===== config.mk =====
export PLATFORM = sky130hd
export DESIGN_NAME = alu_rs
export DESIGN_NICKNAME = d
export VERILOG_FILES = /design/src/rtl/cpu_defs.sv /design/src/rtl/rs_select.sv /design/src/rtl/alu_rs.sv
export SDC_FILE = /design/constraint.sdc
export NUM_CORES = 2
export LEC_CHECK = 0
export BUFFER_PORTS_ARGS = -buffer_cell sky130_fd_sc_hd__buf_2
export CORE_UTILIZATION = 43
export DETAILED_ROUTE_END_ITERATION = 10
export SYNTH_ARGS = -nofsm -noshare
export SYNTH_HDL_FRONTEND = slang
export SYNTH_HIERARCHICAL = 1
export SYNTH_SLANG_ARGS = --single-unit

===== constraint.sdc =====
create_clock -name clk -period 36.4 [get_ports clk]
set_input_delay 7.28 -clock clk [delete_from_list [all_inputs] [get_ports clk]]
set_output_delay 7.28 -clock clk [all_outputs]
set_load 0.01 [all_outputs]

===== src/rtl/cpu_defs.sv =====
// Shared CPU types and the ALU reservation-station entry layout.
// The oldest-first select is enabled by ALU_RS_OLDEST_FIRST_EN (see rs_select / alu_rs).
package cpu_defs;

  localparam int unsigned XLEN          = 32;
  localparam int unsigned ROB_TAG_MAX_W = 8;

  typedef logic [XLEN-1:0] uint32_t;
  typedef logic [XLEN-1:0] virt_t;

  typedef enum logic [3:0] {
    OP_ADDU, OP_SUBU, OP_AND, OP_OR, OP_XOR, OP_NOR,
    OP_SLL, OP_SRL, OP_SRA, OP_SLT, OP_SLTU, OP_LUI
  } oper_t;

  // Tags are stored at the widest supported ROB index; narrower tags zero-extend.
  typedef struct packed {
    logic                     valid;
    oper_t                    op;
    virt_t                    pc;
    uint32_t                  instr;
    logic [ROB_TAG_MAX_W-1:0] rob;
    logic                     rdy1;
    logic                     rdy2;
    uint32_t                  val1;
    uint32_t                  val2;
    logic [ROB_TAG_MAX_W-1:0] tag1;
    logic [ROB_TAG_MAX_W-1:0] tag2;
  } alu_rs_entry_t;

  function automatic logic cdb_hit(input logic rdy, input logic [ROB_TAG_MAX_W-1:0] tag,
                                   input logic cdb_v, input logic [ROB_TAG_MAX_W-1:0] cdb_t);
    return ~rdy & cdb_v & (tag == cdb_t);
  endfunction

  function automatic logic entry_ready(input alu_rs_entry_t e);
    return e.valid & e.rdy1 & e.rdy2;
  endfunction

endpackage


===== src/rtl/rs_select.sv =====
// Reservation-station picker: ready vector -> one-hot grant.
// ALU_RS_OLDEST_FIRST_EN adds an age matrix (oldest ready wins); otherwise lowest index wins.
module rs_select #(
  parameter int unsigned DEPTH = 4
) (
`ifdef ALU_RS_OLDEST_FIRST_EN
  input  logic             clk,
  input  logic             rst,
  input  logic [DEPTH-1:0] alloc,
`endif
  input  logic [DEPTH-1:0] req,
  output logic [DEPTH-1:0] gnt_c,
  output logic             any_c
);

`ifdef ALU_RS_OLDEST_FIRST_EN
  // older[i][j] set means entry i was dispatched before entry j
  logic [DEPTH-1:0] older [DEPTH];
  logic             blocked;

  always_ff @(posedge clk or posedge rst) begin
    if (rst) begin
      for (int i = 0; i < DEPTH; i++) older[i] <= '0;
    end else begin
      for (int k = 0; k < DEPTH; k++) begin
        if (alloc[k]) begin
          for (int j = 0; j < DEPTH; j++) begin
            older[k][j] <= 1'b0;
            if (j != k) older[j][k] <= 1'b1;
          end
        end
      end
    end
  end

  always_comb begin
    gnt_c   = '0;
    blocked = 1'b0;
    for (int i = 0; i < DEPTH; i++) begin
      blocked = 1'b0;
      for (int j = 0; j < DEPTH; j++) begin
        if (req[j] && older[j][i]) blocked = 1'b1;
      end
      gnt_c[i] = req[i] & ~blocked;
    end
  end
`else
  logic found;

  always_comb begin
    gnt_c = '0;
    found = 1'b0;
    for (int i = 0; i < DEPTH; i++) begin
      if (req[i] && !found) begin
        gnt_c[i] = 1'b1;
        found    = 1'b1;
      end
    end
  end
`endif

  assign any_c = |req;

endmodule


===== src/rtl/alu_rs.sv =====
// ALU reservation station: buffers dispatched ops, wakes operands from the CDB and issues one
// ready op per cycle into a registered slot. ALU_RS_OLDEST_FIRST_EN selects oldest-first issue.
module alu_rs
  import cpu_defs::*;
#(
  parameter int unsigned DEPTH = 4,
  parameter int unsigned TAG_W = 4
) (
  input  logic             clk,
  input  logic             rst,
  input  logic             flush,
  input  logic             dsp_valid,
  output logic             dsp_ready,
  input  oper_t            dsp_op,
  input  virt_t            dsp_pc,
  input  uint32_t          dsp_instr,
  input  logic [TAG_W-1:0] dsp_rob,
  input  logic             dsp_rdy1,
  input  logic             dsp_rdy2,
  input  uint32_t          dsp_val1,
  input  uint32_t          dsp_val2,
  input  logic [TAG_W-1:0] dsp_tag1,
  input  logic [TAG_W-1:0] dsp_tag2,
  input  logic             cdb_valid,
  input  logic [TAG_W-1:0] cdb_tag,
  input  uint32_t          cdb_data,
  output logic             iss_valid,
  input  logic             iss_ready,
  output oper_t            iss_op,
  output virt_t            iss_pc,
  output uint32_t          iss_instr,
  output uint32_t          iss_reg1,
  output uint32_t          iss_reg2,
  output logic [TAG_W-1:0] iss_rob
);

  localparam int unsigned TW = ROB_TAG_MAX_W;

  alu_rs_entry_t    ent_q [DEPTH];
  alu_rs_entry_t    ent_n [DEPTH];
  alu_rs_entry_t    dsp_ent;
  logic [DEPTH-1:0] req, gnt, free_oh, alloc, valid_n;
  logic             any_gnt, found_free, dsp_acc, advance, bypass;
  logic             slot_load, slot_valid_n, dsp_ready_n;
  oper_t            sel_op;
  virt_t            sel_pc;
  uint32_t          sel_instr, sel_reg1, sel_reg2;
  logic [TAG_W-1:0] sel_rob;

  // Ready vector and lowest free entry, both from registered state only
  always_comb begin
    req        = '0;
    free_oh    = '0;
    found_free = 1'b0;
    for (int i = 0; i < DEPTH; i++) begin
      req[i] = entry_ready(ent_q[i]);
      if (!ent_q[i].valid && !found_free) begin
        free_oh[i] = 1'b1;
        found_free = 1'b1;
      end
    end
  end

  rs_select #(.DEPTH(DEPTH)) u_select (
`ifdef ALU_RS_OLDEST_FIRST_EN
    .clk   (clk),
    .rst   (rst),
    .alloc (alloc),
`endif
    .req   (req),
    .gnt_c (gnt),
    .any_c (any_gnt)
  );

  // Next entry/slot state; a fully-ready dispatch goes straight to an idle slot when nothing stored is ready
  always_comb begin
    dsp_ent       = '0;
    dsp_ent.valid = 1'b1;
    dsp_ent.op    = dsp_op;
    dsp_ent.pc    = dsp_pc;
    dsp_ent.instr = dsp_instr;
    dsp_ent.rob   = TW'(dsp_rob);
    dsp_ent.tag1  = TW'(dsp_tag1);
    dsp_ent.tag2  = TW'(dsp_tag2);
    dsp_ent.rdy1  = dsp_rdy1 | cdb_hit(dsp_rdy1, TW'(dsp_tag1), cdb_valid, TW'(cdb_tag));
    dsp_ent.rdy2  = dsp_rdy2 | cdb_hit(dsp_rdy2, TW'(dsp_tag2), cdb_valid, TW'(cdb_tag));
    dsp_ent.val1  = dsp_rdy1 ? dsp_val1 : cdb_data;
    dsp_ent.val2  = dsp_rdy2 ? dsp_val2 : cdb_data;

    dsp_acc      = dsp_valid & dsp_ready;
    advance      = ~iss_valid | iss_ready;
    bypass       = advance & ~any_gnt & dsp_acc & dsp_ent.rdy1 & dsp_ent.rdy2;
    alloc        = (dsp_acc && !bypass) ? free_oh : '0;
    slot_load    = advance;
    slot_valid_n = any_gnt | bypass;

    sel_op    = OP_ADDU;
    sel_pc    = '0;
    sel_instr = '0;
    sel_reg1  = '0;
    sel_reg2  = '0;
    sel_rob   = '0;
    for (int i = 0; i < DEPTH; i++) begin
      if (gnt[i]) begin
        sel_op    = ent_q[i].op;
        sel_pc    = ent_q[i].pc;
        sel_instr = ent_q[i].instr;
        sel_reg1  = ent_q[i].val1;
        sel_reg2  = ent_q[i].val2;
        sel_rob   = TAG_W'(ent_q[i].rob);
      end
    end
    if (bypass) begin
      sel_op    = dsp_ent.op;
      sel_pc    = dsp_ent.pc;
      sel_instr = dsp_ent.instr;
      sel_reg1  = dsp_ent.val1;
      sel_reg2  = dsp_ent.val2;
      sel_rob   = dsp_rob;
    end

    for (int i = 0; i < DEPTH; i++) begin
      ent_n[i] = ent_q[i];
      if (ent_q[i].valid && cdb_hit(ent_q[i].rdy1, ent_q[i].tag1, cdb_valid, TW'(cdb_tag))) begin
        ent_n[i].rdy1 = 1'b1;
        ent_n[i].val1 = cdb_data;
      end
      if (ent_q[i].valid && cdb_hit(ent_q[i].rdy2, ent_q[i].tag2, cdb_valid, TW'(cdb_tag))) begin
        ent_n[i].rdy2 = 1'b1;
        ent_n[i].val2 = cdb_data;
      end
      if (advance && gnt[i]) ent_n[i].valid = 1'b0;
      if (alloc[i]) ent_n[i] = dsp_ent;
    end

    if (flush) begin
      for (int i = 0; i < DEPTH; i++) ent_n[i].valid = 1'b0;
      alloc        = '0;
      slot_load    = 1'b1;
      slot_valid_n = 1'b0;
    end

    for (int i = 0; i < DEPTH; i++) valid_n[i] = ent_n[i].valid;
    dsp_ready_n = ~&valid_n;
  end

  always_ff @(posedge clk or posedge rst) begin
    if (rst) begin
      for (int i = 0; i < DEPTH; i++) ent_q[i] <= '0;
      dsp_ready <= 1'b1;
      iss_valid <= 1'b0;
      iss_op    <= OP_ADDU;
      iss_pc    <= '0;
      iss_instr <= '0;
      iss_reg1  <= '0;
      iss_reg2  <= '0;
      iss_rob   <= '0;
    end else begin
      for (int i = 0; i < DEPTH; i++) ent_q[i] <= ent_n[i];
      dsp_ready <= dsp_ready_n;
      if (slot_load) iss_valid <= slot_valid_n;
      if (slot_load && slot_valid_n) begin
        iss_op    <= sel_op;
        iss_pc    <= sel_pc;
        iss_instr <= sel_instr;
        iss_reg1  <= sel_reg1;
        iss_reg2  <= sel_reg2;
        iss_rob   <= sel_rob;
      end
    end
  end

endmodule


# Word-level counts from Yosys, hierarchy flattened
# Cells that the tools add are included.
# totals
regBits,726
mem_bits_rw,0
input_bits,188
out_inout_bits,138
memories,0
latch_bits,0
rom_bits,0
elab_cells,226
# classes
n_shift,0
n_addsub,0
muxes,75
n_bitwise,49
order_cmp,0
n_reduce_logical,40
n_eq_ne,10
multipliers,0
n_div,0
# ops
op,count
two-way mux 32 bit,30
two-way mux 159 bit,4
two-way mux 4 bit,11
== test 4 bit,10
bitwise AND 1 bit,33
two-way mux 1 bit,30
logical AND 1 bit,20
nonzero test 2 bit,8
inverter 1 bit,12
zero test 1 bit,10
bitwise OR 1 bit,4
AND reduction 4 bit,1
OR reduction 4 bit,1

# Depth between registers and ports, before layout
# depth
depth_word,18
mapped_depth,11
depth_no_buf,7

# Cells and area by module
# Netlist, hierarchy kept.
# modules_own_cells
mod,seq_area_each_um2,area_per_inst_um2,cells_per_inst,instances
alu_rs,18168.7,35873.2,3038,1
rs_select,0.0,37.5,5,1

# Worst setup path after synthesis
# No wires, ideal clock.
# synth_path
kind,input -> register
start,in cdb_tag[3]
end,reg iss_instr[0]
required_ns,36.274
arrival_ns,9.070
path_buffers,4
stages,9
setup_slack_ns,27.204
setup_time_ns,0.126
cell_sequence,buf_4 xor2_1 nor3_2 a31oi_2 a221o_1 buf_4 buf_6 buf_6 a221o_1
# synth_via
elab_chain_len,8
elab_cells_between_ends,12
classes_between,eq/ne: 2; mux: 2; bitwise: 7; reduce/logical: 1
# synth_lines
element,line,rtl
from (decl),alu_rs.sv:25,"input logic [TAG_W-1:0] cdb_tag,"
== test 4 bit,cpu_defs.sv:33,return ~rdy & cdb_v & (tag == cdb_t);
bitwise AND 1 bit,cpu_defs.sv:33,
bitwise OR 1 bit,alu_rs.sv:85,"dsp_ent.rdy1 = dsp_rdy1 | cdb_hit(dsp_rdy1, TW'(dsp_tag1), cdb_valid, TW'(cdb_tag));"
bitwise AND 1 bit,alu_rs.sv:92,bypass = advance & ~any_gnt & dsp_acc & dsp_ent.rdy1 & dsp_ent.rdy2;
bitwise AND 1 bit *,alu_rs.sv:92,
bitwise OR 1 bit,alu_rs.sv:95,slot_valid_n = any_gnt | bypass;
two-way mux 1 bit,alu_rs.sv:136,if (flush) begin
logical AND 1 bit,alu_rs.sv:162,if (slot_load && slot_valid_n) begin
to (signal assigned),alu_rs.sv:165,iss_instr <= sel_instr;
to (decl),alu_rs.sv:31,"output uint32_t iss_instr,"
# Mark *: on every way between the ends. The rest lies on a longest branch, timed or not.
# A chain may end at the register's enable or synchronous reset.

==> impl_results.md <==
- Worst path bufs/invs: 6
- Area leader, netlist: dfrtp_1
- Flop-to-flop setup slack: 31.14 ns
- Synth Net Count: around 3.2k
- GRT Resource Usage Total: between 20% and 30%
- Clock latency on the worst-skew pair: roughly 0.63 ns
- Worst setup margin: between 20 and 30 ns
- PortBufs: approximately 330
- Area share of the largest cell type after synthesis: 50.5%
- IO Pins: between 300 and 400
- CP Max Fanout: roughly 110
- Endpoints failing hold: 0
- Die Width: a little under 300 um
- Setup Buffers After CTS: 0
- Seq cells post-synth: between 700 and 800
- R2R depth: 8
- Critical path, cell by cell: buf_2 > inv_8 > buf_4 > buf_4 > buf_4 > buf_4
- Nets: between 3k and 4k
- HPWL after DPL: roughly 61000 um
- Die area: 0.0847 mm2
- Rows: ~110
- WL per Instance: about 25 um
- Hold-fix buffers at CTS: 0
- Largest delay share family, worst path: buffers and inverters
- Crit path launch type: primary input
- CTS buffer count: just over 80
- Slowest cell on crit path: buf_4
- Worst reg2reg startpoint: ent_q[635]
- Register area share after synthesis: ~50%
- Routability cong.: between 0.8 and 0.9
- Initial Util: 43.6%
- Initial antenna violation count: 19
- Hold Crit Depth: 1
- Final Max Tran Viols: 0
- CP most frequent cell: buf_4
- Worst Hold Path EP: ent_q[597]
- Rel. slew slack: 18.1%
- Final Cycle Share: between 20% and 30%
- Layout area overhead: 14.1%
- H-tree depth: 3
- EDFF count, synth: 0
- CTS root buffer: clkbuf_16
- Achievable Freq: 92.1 MHz
- Die Span Y: roughly 290 um
- CTS tree: done
- Worst Hold Class: reg -> reg
- Gr ovfl total: 0
- Cell variety after synth: 50
- Clock-pin slew on the worst setup and hold paths: roughly 0.060 ns
- Synth async-reset ratio: 100%
- Hold Crit Start: ent_q[597]
- Via count of the routed design: around 26k
- FILL cells: approximately 7k
- Clock skew: 0.0198 ns
- Setup TNS: 0 ns
- RSZ-0062 raised after global routing: false
- Post-synth top cells: dfrtp_1 (725), mux2i_1 (582), mux2_2 (320), nand2_1 (210), a21oi_1 (199)
- Total wire length: between 100000 and 150000 um
- Power Density: slightly below 70 mW/mm2
- Delay of the slowest critical-path stage: 0.95 ns
- Initial DRC Count: approximately 2.0k
- Final setup violation count: 0
- Drt drc: 0
- Worst setup EP type: asynchronous set/reset pin
- Post-CTS Resized: 0
- Avg Vias per Cell: just over 6
- Tmin final: 10.86 ns
- Post-Syn Area: between 0.03 and 0.04 mm2
- Cells after synthesis: about 3.0k
- Primary FF master, synth: dfrtp_1
- Core area: roughly 0.082 mm2
- Clock sink count: just over 700
- Count leader, synth: dfrtp_1
- Largest net degree at the start of global routing: between 200 and 250
- Synth area leaders: dfrtp_1 (51%), mux2i_1 (16%), mux2_2 (10%)
- Pre-CTS WS: between 20 and 25 ns
- Max-capacitance violation count: 0
- Critical path class: in -> async
- First-pass GRT wire length: around 170000 um
- Share of cells above drive strength 1: between 20% and 30%
- Post-route ant nets: 0
- Number of global-route vias before repair: about 28k
- Worst R2R End: iss_reg1[16]
- CP arrival: ~11 ns
- Longest Clk Path Bufs: 3
- Status: complete, no violations
- Max VDD drop: about 35 uV
- Post-Syn Area per Cell: approximately 12 um2
- Slew at the pin closest to its max-slew limit: ~1.2 ns
- Synth warnings: 6
- Initial DRT Pass Iterations: 5
- Leakage: approximately 21 nW
- Worst Path Required: 36.98 ns
-- routing by layer --
layer  track usage, %  up-vias  wire length [um]
met5                0        -               103
met4             10.8       16              4010
met3             4.49      230              6300
met2             41.5      848             51300
met1             34.6    13700             48300
li1                 -    11500                 -
-- where the power goes --
part / total, mW / leakage [nW] / internal, mW / switching (mW)
combinational: 0.674 / 10.3 / 0.333 / 0.341
clock: 0.847 / 1.37 / 0.507 / 0.340
sequential: 1.25 / 9.08 / 1.08 / 0.162
-- how the worst max path moves through the flow --
stage	cells after the start	from	slack (ns)	end
2_1_floorplan	1	rst	8.75	ent_q[0]
3_3_place_gp	6	rst	24.88	iss_instr[11]
3_5_place_dp	6	rst	24.65	iss_instr[11]
4_1_cts	6	rst	25.34	ent_q[567]
5_1_grt	6	rst	24.83	iss_instr[15]
6_report	6	rst	25.54	iss_instr[15]
-- sequential cells by signal (all words and copies together), names as in the netlist --
| register | flops |
|---|---|
| iss_valid | 1 |
| iss_rob | 4 |
| dsp_ready | 1 |
| iss_instr | 32 |
| ent_q | 588 |
| iss_reg1 | 32 |
| iss_reg2 | 32 |
| iss_pc | 32 |
| iss_op | 4 |
-- final cells by class --
class | count | area [um2] | area share (%)
multi-input combinational | 1958 | 16400 | 39.9
clock buffer | 123 | 2450 | 5.98
sequential | 726 | 18200 | 44.4
timing repair buffer | 371 | 2020 | 4.94
tap | 1070 | 1340 | 3.27
antenna | 11 | 27.5 | 0.0672
inverter | 75 | 289 | 0.706
clock inverter | 24 | 312 | 0.761
-- placed cells by master (no fill, tap or decap), types with 11 or more instances in the layout --
cell type and instances:
a211o_1 68, a211oi_1 54, a21oi_1 199, a221o_1 142
a221oi_1 14, and3b_1 54, buf_2 325, buf_4 42
clkbuf_1 19, clkbuf_16 84, clkbuf_8 20, clkinv_2 13
dfrtp_1 725, diode_2 11, inv_1 73, mux2_2 320
mux2i_1 582, nand2_1 209, nand3b_1 61, nor2_1 66
o22ai_1 64, xnor2_1 29, xor2_1 11
-- stage by stage --
step | total power, mW | util (%) | cell area [um2] | hold slack, ns | std cells
2_1_floorplan | 1.69 | - | 35900 | 0.473 | 3043
3_3_place_gp | 1.89 | 46.3 | 38200 | 0.481 | 4200
3_5_place_dp | 1.93 | 46.3 | 38200 | 0.488 | 4200
4_1_cts | 2.79 | 49.7 | 40900 | 0.501 | 4347
5_1_grt | 2.91 | 49.7 | 41000 | 0.509 | 4354
6_report | 2.77 | 49.7 | 41000 | 0.499 | 4358
-- logic make-up after synthesis --
logic type | count (synthesis) | synth area share, %
mux | 902 | 26.3
flops | 726 | 50.6
compound gates | 573 | 11.6
simple gates | 443 | 6.38
buf+inv | 359 | 4.17
xor+xnor | 40 | 0.976
No activity file was read; power rests on OpenSTA's default activity.
